### src/rtl/opt_run_sequencer_if.sv
// opt_run_sequencer_if: host-side run-control bundle between the register block and opt_run_sequencer.
interface opt_run_sequencer_if #(
  parameter int PHASE_NUM = 5,
  parameter int PHASE_W   = 8,
  parameter int ITER_W    = 16,
  parameter int COM_W     = 2
);
  logic                         start;
  logic                         abort;
  logic [ITER_W-1:0]            iterations;
  logic [PHASE_NUM*PHASE_W-1:0] phase_len;
  logic [COM_W-1:0]             com_even;
  logic [COM_W-1:0]             com_odd;
  logic                         exchange_valid;
  logic                         opt_run;
  logic [COM_W-1:0]             opt_com;
  logic                         busy;
  logic                         done;
  logic                         aborted;
  logic [ITER_W-1:0]            iter_idx;
  logic [31:0]                  cycle_count;
  modport master (
    output start, abort, iterations, phase_len, com_even, com_odd,
    input  exchange_valid, opt_run, opt_com, busy, done, aborted, iter_idx, cycle_count
  );
  modport slave (
    input  start, abort, iterations, phase_len, com_even, com_odd,
    output exchange_valid, opt_run, opt_com, busy, done, aborted, iter_idx, cycle_count
  );
endinterface

### src/rtl/opt_run_sequencer.sv
// opt_run_sequencer: hardware iteration/phase sequencer driving top's exchange_valid/opt_run/opt_com.
// Define SEQ_CYCLE_CNT_EN to build the saturating busy-cycle counter behind cycle_count.
module opt_run_sequencer #(
  parameter int PHASE_NUM = 5,
  parameter int PHASE_W   = 8,
  parameter int ITER_W    = 16,
  parameter int COM_W     = 2
) (
  input logic clk,
  input logic reset,
  opt_run_sequencer_if.slave s
);
  localparam int PI_W = $clog2(PHASE_NUM + 2);
  localparam int LW   = PHASE_NUM * PHASE_W;
  typedef enum logic [2:0] {IDLE, SETUP, RUN, PHASE, GAP, FIN} state_t;
  state_t state_q, state_d;
  logic [ITER_W-1:0] iters_q, iters_d, iter_q, iter_d;
  logic [LW-1:0] len_q, len_d;
  logic [COM_W-1:0] ce_q, ce_d, co_q, co_d, com_q, com_d;
  logic [PI_W-1:0] ph_q, ph_d, nz;
  logic [PHASE_W-1:0] cnt_q, cnt_d;
  logic ev_q, ev_d, run_q, run_d, busy_q, busy_d, done_q, done_d, ab_q, ab_d;
  // First phase at or after 'from' with a non-zero length; PHASE_NUM when none remain.
  function automatic logic [PI_W-1:0] next_nz(input logic [LW-1:0] l, input logic [PI_W-1:0] from);
    next_nz = PI_W'(PHASE_NUM);
    for (int i = PHASE_NUM - 1; i >= 0; i--)
      if (PI_W'(i) >= from && l[i*PHASE_W +: PHASE_W] != '0) next_nz = PI_W'(i);
  endfunction
  // Out-of-range index yields 1 so an all-zero iteration still spends one PHASE cycle.
  function automatic logic [PHASE_W-1:0] plen(input logic [LW-1:0] l, input logic [PI_W-1:0] p);
    plen = PHASE_W'(1);
    for (int i = 0; i < PHASE_NUM; i++)
      if (PI_W'(i) == p) plen = l[i*PHASE_W +: PHASE_W];
  endfunction
  always_comb begin
    state_d = state_q;
    iters_d = iters_q;
    iter_d  = iter_q;
    len_d   = len_q;
    ce_d    = ce_q;
    co_d    = co_q;
    ph_d    = ph_q;
    cnt_d   = cnt_q;
    nz      = next_nz(len_q, state_q == RUN ? '0 : ph_q + PI_W'(1));
    case (state_q)
      IDLE: if (s.start) begin
        iters_d = s.iterations;
        len_d   = s.phase_len;
        ce_d    = s.com_even;
        co_d    = s.com_odd;
        iter_d  = '0;
        state_d = s.iterations == '0 ? FIN : SETUP;
      end
      SETUP: state_d = RUN;
      RUN: begin
        state_d = PHASE;
        ph_d    = nz;
        cnt_d   = plen(len_q, nz);
      end
      PHASE: if (cnt_q > PHASE_W'(1)) cnt_d = cnt_q - PHASE_W'(1);
        else if (nz != PI_W'(PHASE_NUM)) begin
          ph_d  = nz;
          cnt_d = plen(len_q, nz);
        end
        else if (iter_q == iters_q - ITER_W'(1)) state_d = FIN;
        else begin
          iter_d  = iter_q + ITER_W'(1);
          state_d = GAP;
        end
      GAP: state_d = SETUP;
      FIN: state_d = IDLE;
      default: state_d = IDLE;
    endcase
    ab_d = state_q != IDLE && s.abort;
    if (ab_d) begin
      state_d = IDLE;
      iter_d  = iter_q;
    end
    ev_d   = state_d inside {SETUP, RUN, PHASE};
    run_d  = state_d == RUN;
    com_d  = run_d ? (iter_d[0] ? co_d : ce_d) : '0;
    busy_d = state_d inside {SETUP, RUN, PHASE, GAP};
    done_d = state_d == FIN;
  end
  always_ff @(posedge clk or posedge reset)
    if (reset) begin
      state_q <= IDLE;
      iters_q <= '0;
      iter_q  <= '0;
      len_q   <= '0;
      ce_q    <= '0;
      co_q    <= '0;
      com_q   <= '0;
      ph_q    <= '0;
      cnt_q   <= '0;
      ev_q    <= 1'b0;
      run_q   <= 1'b0;
      busy_q  <= 1'b0;
      done_q  <= 1'b0;
      ab_q    <= 1'b0;
    end else begin
      state_q <= state_d;
      iters_q <= iters_d;
      iter_q  <= iter_d;
      len_q   <= len_d;
      ce_q    <= ce_d;
      co_q    <= co_d;
      com_q   <= com_d;
      ph_q    <= ph_d;
      cnt_q   <= cnt_d;
      ev_q    <= ev_d;
      run_q   <= run_d;
      busy_q  <= busy_d;
      done_q  <= done_d;
      ab_q    <= ab_d;
    end
  assign s.exchange_valid = ev_q;
  assign s.opt_run        = run_q;
  assign s.opt_com        = com_q;
  assign s.busy           = busy_q;
  assign s.done           = done_q;
  assign s.aborted        = ab_q;
  assign s.iter_idx       = iter_q;
`ifdef SEQ_CYCLE_CNT_EN
  logic [31:0] cc_q, cc_d;
  always_comb cc_d = state_q == IDLE && s.start ? '0 : busy_q && cc_q != '1 ? cc_q + 32'd1 : cc_q;
  always_ff @(posedge clk or posedge reset)
    if (reset) cc_q <= '0;
    else cc_q <= cc_d;
  assign s.cycle_count = cc_q;
`else
  assign s.cycle_count = '0;
`endif
endmodule

### src/flat_wrapper.sv
// flat-port wrapper written by rule: the top's interface ports become plain ports
module opt_run_sequencer_flat 
#(
  parameter int PHASE_NUM = 5,
  parameter int PHASE_W   = 8,
  parameter int ITER_W    = 16,
  parameter int COM_W     = 2
)
  (clk, reset, s_start, s_abort, s_iterations, s_phase_len, s_com_even, s_com_odd, s_exchange_valid, s_opt_run, s_opt_com, s_busy, s_done, s_aborted, s_iter_idx, s_cycle_count);
  opt_run_sequencer_if #(.PHASE_NUM(PHASE_NUM), .PHASE_W(PHASE_W), .ITER_W(ITER_W), .COM_W(COM_W)) s_i ();
  input logic clk;
  input logic reset;
  input wire logic [$bits(s_i.start)-1:0] s_start;
  input wire logic [$bits(s_i.abort)-1:0] s_abort;
  input wire logic [$bits(s_i.iterations)-1:0] s_iterations;
  input wire logic [$bits(s_i.phase_len)-1:0] s_phase_len;
  input wire logic [$bits(s_i.com_even)-1:0] s_com_even;
  input wire logic [$bits(s_i.com_odd)-1:0] s_com_odd;
  output wire logic [$bits(s_i.exchange_valid)-1:0] s_exchange_valid;
  output wire logic [$bits(s_i.opt_run)-1:0] s_opt_run;
  output wire logic [$bits(s_i.opt_com)-1:0] s_opt_com;
  output wire logic [$bits(s_i.busy)-1:0] s_busy;
  output wire logic [$bits(s_i.done)-1:0] s_done;
  output wire logic [$bits(s_i.aborted)-1:0] s_aborted;
  output wire logic [$bits(s_i.iter_idx)-1:0] s_iter_idx;
  output wire logic [$bits(s_i.cycle_count)-1:0] s_cycle_count;
  assign s_i.start = s_start;
  assign s_i.abort = s_abort;
  assign s_i.iterations = s_iterations;
  assign s_i.phase_len = s_phase_len;
  assign s_i.com_even = s_com_even;
  assign s_i.com_odd = s_com_odd;
  assign s_exchange_valid = s_i.exchange_valid;
  assign s_opt_run = s_i.opt_run;
  assign s_opt_com = s_i.opt_com;
  assign s_busy = s_i.busy;
  assign s_done = s_i.done;
  assign s_aborted = s_i.aborted;
  assign s_iter_idx = s_i.iter_idx;
  assign s_cycle_count = s_i.cycle_count;
  opt_run_sequencer #(.PHASE_NUM(PHASE_NUM), .PHASE_W(PHASE_W), .ITER_W(ITER_W), .COM_W(COM_W)) u_core (.clk(clk), .reset(reset), .s(s_i));
endmodule
### config.mk
export PLATFORM = sky130hd
export DESIGN_NAME = opt_run_sequencer_flat
export DESIGN_NICKNAME = d
export VERILOG_FILES = /design/src/rtl/opt_run_sequencer_if.sv /design/src/rtl/opt_run_sequencer.sv /design/src/flat_wrapper.sv
export SDC_FILE = /design/constraint.sdc
export NUM_CORES = 1
export LEC_CHECK = 0
export ABC_AREA = 1
export CORE_ASPECT_RATIO = 1.75
export CORE_UTILIZATION = 41
export CTS_CLUSTER_DIAMETER = 120
export DETAILED_ROUTE_END_ITERATION = 16
export PLACE_DENSITY_LB_ADDON = 0.25
export SLEW_MARGIN = 20
export SYNTH_ARGS = -nofsm -noshare
export SYNTH_HDL_FRONTEND = slang
export SYNTH_SLANG_ARGS = --single-unit
### constraint.sdc
create_clock -name clk -period 3.15 [get_ports clk]
set_input_delay 0.63 -clock clk [delete_from_list [all_inputs] [get_ports clk]]
set_output_delay 0.63 -clock clk [all_outputs]
set_load 0.01 [all_outputs]
==> summary.txt <==
Timing
  • RSZ-0062 raised after global routing: no
  • Post-route setup TNS: 0 ns
  • Final Setup Violations: 0
  • Worst-margin pin slew: between 0.6 and 0.7 ns
  • Relative slew slack: a little under three fifths
  • Min Tclk post-route: 2.52 ns
  • Final Hold Vio Count: 0
  • FMAX: 396 MHz
  • Layout Skew: 0.0120 ns
  • Tcrit/Tclk final: 80.1%
  • Final Max Slew Viols: 0

Layout
  • Fin area: around 7300 µm²
  • Number of antenna diodes: 0
  • Finished Layout Cells: about 1100
  • Layout area overhead: 20.9%
  • Filler cell count: around 1500
  • Layout cell share with drive strength beyond 1: under 10%
  • # nets final: about 1000

Power
  • Worst vdd rail ir drop: 0.000375 V
  • Pwr per Cell Area: slightly above 900 nW/µm²
  • Register share of total power: 32.9%
  • Internal power: between 3 and 4 mW
  • Logic pwr share: 49.5%
  • Sw Share: between 40% and 50%
  • Sw Pwr: around 3.1 mW
  • Clock Power Share: between 10% and 20%
  • Lkg Pwr: about 3.6 nW

Route
  • DRT Pass-1 Iters: 5
  • # DRC: 0
  • WL per Instance: approximately 14 µm
  • Via count: 5556
  • Initial drt markers: about 230
  • Antenna Nets Post-Route: 0
  • Post-DR vias/cell: roughly 4.9
  • Final wirelength: approximately 16000 µm

Critical path
  • Crit path max fanout: 15
  • CP Data Arrival Time: 2.76 ns
  • Critical path endpoint category: flip-flop
  • Startpoint Class: flip-flop
  • Worst Setup Path Type: flip-flop to flip-flop
  • Critical Path RT: between 3 and 4 ns

Clock network
  • Clock slew at reported path FFs: 0.07 ns
  • H-tree depth: 3
  • Post-CTS Setup Bufs: 0
  • Worst skew pair latency: about 0.35 ns
  • Clock root buffer: clkbuf_16
  • Sink Count: between 90 and 100
  • # hold bufs at CTS: 0
  • Total CTS buffers: 9
  • PostCTS Resize Cnt: 0
  • Max clock buf depth: 2
  • CTS tree: yes

Placed design
  • Placed cell area: slightly below 7000 µm²
  • Port-buffer cells: 86
  • GP Congestion: ~0.86
  • Placed Cells: between 1000 and 1500
  • DP Wirelength: roughly 13000 µm

Logic synthesis
  • Adder-Cell Fraction of Synth Area: under 10%
  • Synth top area cells: dfrtp_1 40%, nand2_1 20%, nor2_1 5.9%
  • Synth cell types: 39
  • Count leader, synth: nand2_1
  • Post-Synth Simple-Gate Area: between 30% and 40%
  • Avg Cell Area, Syn: around 7 µm²
  • Cell Area, Synth: between 6000 and 7000 µm²
  • Synth cell count leaders: 317 x nand2_1, 97 x dfrtp_1, 95 x nor2_1
  • Post-Synth XOR/XNOR Area: under 10%
  • Register bit total from synthesis: between 90 and 100
  • Seq/Total Area, Yosys: between 40% and 50%
  • Async S/R FF share, synth: 100%
  • Number of synthesized flops with an enable pin: 0
  • Syn Inst Count: 858
  • Main flop type after synthesis: dfrtp_1
  • Synth warn: 0
  • Leading area contributor after synthesis: dfrtp_1
  • Synth Area in Compound Gates: 7.62%
  • Synth top area share: 40.4%
  • Combinational family with the most area after synthesis: simple AND/OR/NAND/NOR gates
  • Post-synthesis mux area share: 0%

Floorplan
  • Die ar.: approximately 15000 µm²
  • Die W: between 90 and 100 µm
  • Die Y: between 150 and 200 µm
  • Cell Rows: 58
  • Initial core utilization: between 40% and 50%
  • # IOs: between 100 and 150
  • Core Area: about 14000 µm²

Min path
  • Hold Crit Class: flip-flop to flip-flop

GRT
  • Initial antenna violation count: 0
  • Global-route usage over all layers: 22.8%
  • Vias in the first global route: approximately 5600
  • Largest net degree at the start of global routing: 84
  • Grt ovf: 0
  • First-pass GRT wire length: 26500 µm

Status
  • Outcome: finished, final reports clean

Flow run
  • Maxcap violations: 0
==> through the flow <==
stage | hold slack, ns | power (mW) | util (%) | setup WS, ns
after floorplan | 0.445 | 4.65 | - | 1.04
after global placement | 0.460 | 5.56 | 48.4 | 0.648
after detailed placement | 0.462 | 5.61 | 48.4 | 0.643
after CTS | 0.481 | 6.82 | 50.6 | 0.611
after global routing | 0.506 | 7.38 | 50.6 | 0.408
final | 0.480 | 6.78 | 50.6 | 0.626
==> critical path, stage by stage (launching register included) <==
cell,delay (ns)
dfrtp_1,0.39
inv_1,0.12
ha_1,0.24
nand2_2,0.15
nor2_4,0.24
nand2_1,0.07
nand3_1,0.13
nand2_1,0.07
nor2_1,0.11
nand2_1,0.08
nor2_2,0.13
nand3_2,0.11
nand2_4,0.19
nand2_1,0.09
nand2_2,0.12
nand2_1,0.06
nand2_1,0.06
nor2_1,0.04
==> routing by layer <==
metal | share of wire (%) | GRT usage (%)
met5 | 0 | 0
met2 | 56 | 44.6
met1 | 36 | 22.4
met4 | 5.2 | 12.9
met3 | 2.9 | 2.57
==> flip-flops by register name, summed over array words and instances (netlist names) <==
register / count
u_core.co_q: 2
u_core.cnt_q: 8
u_core.iters_q: 16
u_core.len_q: 40
u_core.s.iter_idx: 16
u_core.s.done: 1
u_core.ce_q: 2
u_core.s.opt_run: 1
u_core.s.exchange_valid: 1
u_core.s.opt_com: 2
u_core.ph_q: 3
u_core.s.aborted: 1
u_core.state_q: 3
u_core.s.busy: 1
==> kinds of logic after synthesis <==
group | after synthesis
and+or+nand+nor | 526
buffers and inverters | 128
DFF | 97
AOI/OAI and AO/OA | 82
xor gates and xnor gates | 19
adders and majority gates | 5
other | 1
==> power by group through the flow <==
stage               clock network [mW]  logic (mW)  registers (mW)
floorplan                            0        2.55            2.10
global placement                     0        3.32            2.24
detailed placement                   0        3.36            2.25
CTS                               1.22        3.38            2.23
global route                      1.27        3.83            2.29
finish                            1.20        3.36            2.23
==> area by class of cell <==
cell class	count	area, µm²	area share (%)
clock buffer	9	225	3.10
clock inverter	6	91.3	1.26
inverter	79	303	4.16
multi-input combinational	664	3080	42.4
sequential	97	2430	33.4
tap	180	225	3.10
timing repair buffer	92	918	12.6
==> worst paths after layout <==
check                                       start  depth (start not counted)  slack (ns)                   to
worst max-delay path            u_core.iters_q[0]                         17        0.63  u_core.s.opt_com[1]
worst min-delay path               u_core.ce_q[1]                          2        0.48       u_core.ce_q[1]
worst max register to register  u_core.iters_q[0]                         17        0.63  u_core.s.opt_com[1]
worst min register to register     u_core.ce_q[1]                          2        0.48       u_core.ce_q[1]
max in group asynchronous                   reset                          3        1.77   u_core.iters_q[14]
min in group asynchronous                   reset                          2        0.61    u_core.iters_q[1]
==> cells in the final DEF, fill, tap and decap left out, types with 6 or more instances in the layout <==
cell type,instances
nand2_2,6
dfrtp_1,97
nand4_1,18
conb_1,32
nand2_1,316
clkbuf_16,9
or2_2,6
inv_1,75
o21ai_1,8
nand3_1,41
nor3_1,10
a21oi_1,22
xnor2_1,6
clkdlybuf4s50_1,86
o21ai_0,38
nand3b_1,7
xor2_1,13
nor2_2,9
nor2_1,95
Power figures use the tool's default switching activity.
